### src/rtl/mux16_arbiter_pkg.sv
// Shared definitions for the two-requester arbiter: source codes, counter width,
// owner state encoding and the saturating burst-count helper.
package mux16_arbiter_pkg;

  localparam logic SRC_A = 1'b0;
  localparam logic SRC_B = 1'b1;
  localparam int   CNT_W = 4;

  typedef enum logic {
    OWN_A = 1'b0,
    OWN_B = 1'b1
  } owner_e;

  function automatic logic [CNT_W-1:0] sat_inc(input logic [CNT_W-1:0] v,
                                               input logic [CNT_W-1:0] max_v);
    return (v < max_v) ? v + {{(CNT_W-1){1'b0}}, 1'b1} : max_v;
  endfunction

endpackage

### src/rtl/mux16_arbiter_mux16.sv
// Two-input data steering mux for the shared output datapath; sel = 0 picks a.
module mux16_arbiter_mux16 #(
  parameter int WIDTH = 16
) (
  input  logic [WIDTH-1:0] a,
  input  logic [WIDTH-1:0] b,
  input  logic             sel,
  output logic [WIDTH-1:0] y
);

  assign y = sel ? b : a;

endmodule

### src/rtl/mux16_arbiter.sv
// Round-robin arbiter sharing one output register between requesters A and B,
// with a bounded burst length for the current owner.
//
// state | meaning
// OWN_A | A owns the datapath; B is granted only when A is idle or A's burst is used up
// OWN_B | B owns the datapath; A is granted only when B is idle or B's burst is used up
module mux16_arbiter
  import mux16_arbiter_pkg::*;
#(
  parameter int WIDTH     = 16,
  parameter int MAX_BURST = 4
) (
  input  logic             clock,
  input  logic             reset_n,
  input  logic             a_valid,
  input  logic [WIDTH-1:0] a_data,
  output logic             a_ready,
  input  logic             b_valid,
  input  logic [WIDTH-1:0] b_data,
  output logic             b_ready,
  output logic             out_valid,
  output logic [WIDTH-1:0] out_data,
  output logic             out_src,
  input  logic             out_ready
);

  localparam logic [CNT_W-1:0] LP_MAX = CNT_W'(MAX_BURST);

  owner_e           r_owner;
  logic [CNT_W-1:0] r_cnt;
  logic             r_out_valid;
  logic [WIDTH-1:0] r_out_data;
  logic             r_out_src;

  logic             w_owner_bit;
  logic             w_owner_valid;
  logic             w_other_valid;
  logic             w_load_en;
  logic             w_gnt;
  logic             w_gnt_valid;
  logic             w_fire;
  logic [WIDTH-1:0] w_mux_data;

  assign w_owner_bit   = (r_owner == OWN_B);
  assign w_owner_valid = w_owner_bit ? b_valid : a_valid;
  assign w_other_valid = w_owner_bit ? a_valid : b_valid;
  assign w_load_en     = !r_out_valid || out_ready;

  // Owner keeps the grant until its burst is spent, but only if someone is waiting.
  always_comb begin
    w_gnt = w_owner_bit;
    if (w_owner_valid && ((r_cnt < LP_MAX) || !w_other_valid))
      w_gnt = w_owner_bit;
    else if (w_other_valid)
      w_gnt = !w_owner_bit;
  end

  assign w_gnt_valid = (w_gnt == SRC_B) ? b_valid : a_valid;
  assign w_fire      = w_load_en && w_gnt_valid;

  assign a_ready = reset_n && w_load_en && (w_gnt == SRC_A);
  assign b_ready = reset_n && w_load_en && (w_gnt == SRC_B);

  mux16_arbiter_mux16 #(
    .WIDTH(WIDTH)
  ) u_mux16 (
    .a  (a_data),
    .b  (b_data),
    .sel(w_gnt),
    .y  (w_mux_data)
  );

  always_ff @(posedge clock) begin
    if (!reset_n) begin
      r_owner     <= OWN_A;
      r_cnt       <= '0;
      r_out_valid <= 1'b0;
      r_out_data  <= '0;
      r_out_src   <= SRC_A;
    end else if (w_fire) begin
      case (r_owner)
        OWN_A: begin
          if (w_gnt == SRC_B) begin
            r_owner <= OWN_B;
            r_cnt   <= {{(CNT_W-1){1'b0}}, 1'b1};
          end else begin
            r_cnt <= sat_inc(r_cnt, LP_MAX);
          end
        end
        OWN_B: begin
          if (w_gnt == SRC_A) begin
            r_owner <= OWN_A;
            r_cnt   <= {{(CNT_W-1){1'b0}}, 1'b1};
          end else begin
            r_cnt <= sat_inc(r_cnt, LP_MAX);
          end
        end
        default: begin
          r_owner <= OWN_A;
          r_cnt   <= '0;
        end
      endcase
      r_out_valid <= 1'b1;
      r_out_data  <= w_mux_data;
      r_out_src   <= w_gnt;
    end else if (w_load_en) begin
      r_out_valid <= 1'b0;
    end
  end

  assign out_valid = r_out_valid;
  assign out_data  = r_out_data;
  assign out_src   = r_out_src;

endmodule
### config.mk
export PLATFORM = sky130hd
export DESIGN_NAME = mux16_arbiter
export DESIGN_NICKNAME = d
export VERILOG_FILES = /design/src/rtl/mux16_arbiter_pkg.sv /design/src/rtl/mux16_arbiter_mux16.sv /design/src/rtl/mux16_arbiter.sv
export SDC_FILE = /design/constraint.sdc
export NUM_CORES = 1
export LEC_CHECK = 0
export BUFFER_PORTS_ARGS = -buffer_cell sky130_fd_sc_hd__buf_2
export CAP_MARGIN = 20
export CORE_MARGIN = 8
export CORE_UTILIZATION = 39
export DETAILED_ROUTE_END_ITERATION = 6
export PLACE_DENSITY_LB_ADDON = 0.1
export SETUP_SLACK_MARGIN = 0.02
export SYNTH_ARGS = -nofsm -noshare
export SYNTH_HDL_FRONTEND = slang
export SYNTH_SLANG_ARGS = --single-unit
### constraint.sdc
create_clock -name clock -period 1.35 [get_ports clock]
set_input_delay 0 -clock clock [delete_from_list [all_inputs] [get_ports clock]]
set_output_delay 0 -clock clock [all_outputs]
set_load 0.02 [all_outputs]
; Word level (Yosys, flattened, before mapping)
; Index checks and enable logic that the tools add are counted.
[op_classes]
n_addsub = 1
order_cmp = 1
mux = 13
n_bitwise = 2
reduce_logical = 11
[ops]
columns = cell, count
row1 = 16-bit 2-to-1 mux, 1
row2 = 4-bit 2-to-1 mux, 3
row3 = 1-bit 2-to-1 mux, 8
row4 = 4-bit one-hot mux with 2 select lines, 1
row5 = 1-bit logical AND, 5
row6 = 4-bit by 1-bit adder with 4-bit output (second input constant), 1
row7 = 4-bit by 3-bit < comparator with 1-bit output (second input constant), 1
row8 = 1-bit zero test, 3
row9 = 1-bit logical OR, 2
row10 = 1-bit NOT, 2
row11 = 2-bit nonzero test, 1
[totals]
register_bits = 23
input_bits = 37
output_inout_bits = 20
word_cells = 33

; Longest topological paths before layout
[logic_depth]
ltp_word = 8
mapped_depth = 6
depth_no_buf = 4

; Hierarchy
; Synthesis repeated with hierarchy kept, for this count alone.
[hier_totals]
cells_unflattened = 137
area_unflattened_um2 = 1223.7
[modules_own_cells]
columns = mod, n_inst, cells_each, area_each_um2, seq_area_each_um2
row1 = mux16_arbiter, 1, 119, 974.7, 440.4
row2 = mux16_arbiter_mux16, 1, 18, 249.0, 0.0

; Worst setup path before layout
; Ideal clock, no wire load.
[synth_path]
kind = register to output
start = reg r_owner
end = out a_ready
arrival_ps = 1555
t_required_ps = 1350
path_slack_ps = -205
path_stages_with_launch = 6
n_path_buf = 2
path_cell_list = dfxtp_1 > nand2b_1 > o211ai_2 > buf_6 > buf_12 > nor3b_1
[synth_via]
elab_chain_len = 7
elab_cells_between_ends = 10
classes_between = mux (4) / bitwise (1) / reduce/logical (5)
[synth_rtl]
columns = item, line_no
row1 = "start, declared", mux16_arbiter.sv:29  ; owner_e r_owner;
row2 = "start signal, assigned", mux16_arbiter.sv:75  ; r_owner <= OWN_A;
row3 = "start signal, assigned", mux16_arbiter.sv:84  ; r_owner <= OWN_B;
row4 = "start signal, assigned", mux16_arbiter.sv:92  ; r_owner <= OWN_A;
row5 = 1-bit 2-to-1 mux, mux16_arbiter.sv:46  ; assign w_other_valid = w_owner_bit ? a_valid : b_valid;
row6 = 1-bit zero test, mux16_arbiter.sv:52  ; if (w_owner_valid && ((r_cnt < LP_MAX) || !w_other_valid))
row7 = 1-bit logical OR, mux16_arbiter.sv:52
row8 = 1-bit logical AND, mux16_arbiter.sv:52
row9 = 1-bit 2-to-1 mux (*), mux16_arbiter.sv:52
row10 = 1-bit NOT (*), n/a
row11 = 1-bit logical AND (*), mux16_arbiter.sv:61  ; assign a_ready = reset_n && w_load_en && (w_gnt == SRC_A);
row12 = "end, declared", mux16_arbiter.sv:17  ; output logic a_ready,
; Every way passes the cells marked *; elsewhere a longest branch is shown, timed or not.

; Worst setup path after layout
[layout_path]
start = reg r_owner
end = out b_ready
[layout_via]
elab_chain_len = 6
elab_cells_between_ends = 9
classes_between = mux (4) / reduce/logical (5)
[layout_rtl]
columns = item, line_no
row1 = 1-bit 2-to-1 mux, mux16_arbiter.sv:46
row2 = 1-bit zero test, mux16_arbiter.sv:52
row3 = 1-bit logical OR, mux16_arbiter.sv:52
row4 = 1-bit logical AND, mux16_arbiter.sv:52
row5 = 1-bit 2-to-1 mux (*), mux16_arbiter.sv:52
row6 = 1-bit logical AND (*), mux16_arbiter.sv:62  ; assign b_ready = reset_n && w_load_en && (w_gnt == SRC_B);
row7 = "end, declared", mux16_arbiter.sv:20  ; output logic b_ready,
; Marks and branches as above.

==> metrics.txt <==
Die H 67.0 um; CP max FO 5; ratio of cells with drive above 1 in the final layout 0.432; dpl ws 0.0426 ns; Max Slew Vio Count 0; Slew HR 0.762; die footprint 0.00449 mm2; worst skew pair latency 0.31 ns; Setup violations, final 15; Rows 18; vias in the first global route 1,176; RSZ-0062 raised after global routing true; worst slew pin tran 0.357 ns; worst hold slack -0.00870 ns; leading cell type in the layout, fill and taps excluded buf_2; flops & latches, synth 22; Yosys top cell area share 0.435; H-tree Lvls 1; crit path launch type flip-flop; EDFF count, synth 0; Fin Clk Skew 0.00583 ns; Die W 67.0 um; Residual DRC 0; Clk pwr share 0.228; min cycle time layout 1.48 ns; syn_nets 143; Pre-antenna DRT Iters 4; synth warn 0; power share of the sequential group 0.449; CTS buffer count 3; critical path endpoint category output port; CP required 1.35 ns; Tcrit/Tclk final 1.10; leak pwr 0.844 nW; crit path setup slack, layout -0.129 ns; switching power 496 uW; FF-to-FF setup slack -0.09 ns; total of max-cap violations 0; Hold Crit Class in -> reg; grt ovf 0; Fin. Hold Viols 1; area delta synth->final 78.6%; Cell Pwr Density 904 mW/mm2; first-pass GRT wire length 5400 um; largest net degree at the start of global routing 25; DP Wirelength 2170 um; Total GRT Usage 0.155; CTS tree built; routed vias 1,148; Worst EP arrival 1.48 ns; ranking of synthesized cells by area dfxtp_1, mux2i_1, a21oi_1; I/O pins 57; Diodes inserted 0; status finished with violations; post-synth top area cell dfxtp_1; failing checks negative hold slack, negative setup slack; most frequent cells in the layout buf_2, dlygate4sd3_1, dfxtp_1; Worst VDD drop 0.000730 V; Root Buffer clkbuf_4; Mapped Cells 105; iteration-0 DRC count of the detailed router 82; critical path class reg -> out; number of vias per cell 5.01; ys flop type dfxtp_1; clock sinks 22; Internal 1.14 mW; Max Buffers Root-to-Sink 2; WL/cell 14.7 um; nets 238; synthesized cell area 0.00101 mm2; initial antenna violation count 0; Yosys cell types 28; Initial Util 0.409; net switching fraction of the power 0.303; sequential area share after synthesis 0.435; ys async rst share 0; IO buf count 56; routability cong. 0.705; Gate power share 0.323; DRT antenna net count 0; f_max 676 MHz; clk slew on worst S/H paths 0.13 ns; setup tns final -0.751 ns; drt total wl 3370 um; Avg Cell Area, Syn 9.65 um2; Core Footprint 0.00248 mm2
==> cell usage after synthesis, drive strengths merged, types with 2 or more instances <==
master	instances
a21boi	2
buf	2
dfxtp	22
clkbuf	5
mux2i	17
o21ai	17
a21oi	16
nand2	3
nor2	5
==> routing by layer <==
metal	share of wire	vias up	GRT usage
met5	0	-	0
met3	0.060	7	0.0419
met1	0.38	535	0.164
met2	0.54	35	0.276
li1	-	571	-
met4	0.019	0	0.0705
==> state kept, by name, summed over array words and instances, names as in the netlist <==
name / cells
out_data: 16
out_valid: 1
r_cnt: 4
r_owner: 1
==> kinds of logic (layout without fill, tap and decap cells) <==
| group | count (synthesis) | in the layout | share of synthesized area |
|---|---|---|---|
| adders and majority gates | 1 | 1 | 0.0123 |
| DFF | 22 | 22 | 0.435 |
| buffers and inverters | 7 | 101 | 0.0494 |
| AOI/OAI and AO/OA | 41 | 41 | 0.233 |
| muxes | 17 | 17 | 0.168 |
| and+or+nand+nor | 17 | 17 | 0.102 |
==> critical path: stages (launching register included) <==
cell	delay, ns
dfxtp_4	0.40
nand2b_4	0.15
o211ai_4	0.19
buf_12	0.13
and3b_2	0.19
buf_6	0.11
==> metrics by stage <==
step	utilization	hold WS [ns]	power [mW]	cell area, um2	std cells
after global routing	0.731	0.0234	1.73	1810	229
after floorplan	-	0.138	1.01	1030	105
after CTS	0.722	0.00955	1.64	1790	228
after detailed placement	0.553	0.292	1.17	1370	190
final	0.731	-0.00870	1.64	1810	229
after global placement	0.553	0.285	1.16	1370	190
==> power by group through the flow <==
stage	sequential, mW	clock [mW]	combinational (mW)
finish	0.735	0.374	0.529
global route	0.743	0.413	0.572
CTS	0.738	0.382	0.520
detailed placement	0.750	0	0.425
global placement	0.747	0	0.414
floorplan	0.814	0	0.197
==> path summary, 6_finish.rpt <==
path | startpoint | to | depth (start not counted)
worst min-delay path | b_data[14] | out_data[14]$_SDFFE_PN0P_ | 3
worst max-delay path | r_owner$_SDFFE_PN0P_ | b_ready | 5
worst min register to register | r_cnt[1]$_SDFFE_PN0P_ | r_cnt[1]$_SDFFE_PN0P_ | 2
worst max register to register | r_owner$_SDFFE_PN0P_ | out_data[6]$_SDFFE_PN0P_ | 6
==> layout make-up <==
type,count,area (um2)
Timing Repair Buffer,97,703
Fill cell,192,667
Multi-Input combinational cell,76,582
Sequential cell,22,452
Tap cell,30,37.5
Clock buffer,4,36.3
==> what timing repair did <==
| action | CTS | global route |
|---|---|---|
| setup endpoints to repair | 2 | 19 |
| hold buffers | 31 | 0 |
| endpoints found under the hold margin | 16 | 0 |
| buffers inserted | 3 | 1 |
| resized for setup | 9 | 4 |
| pin swaps | 1 | 2 |
| cloned | 0 | 0 |
(Power assumes the default switching activity.)
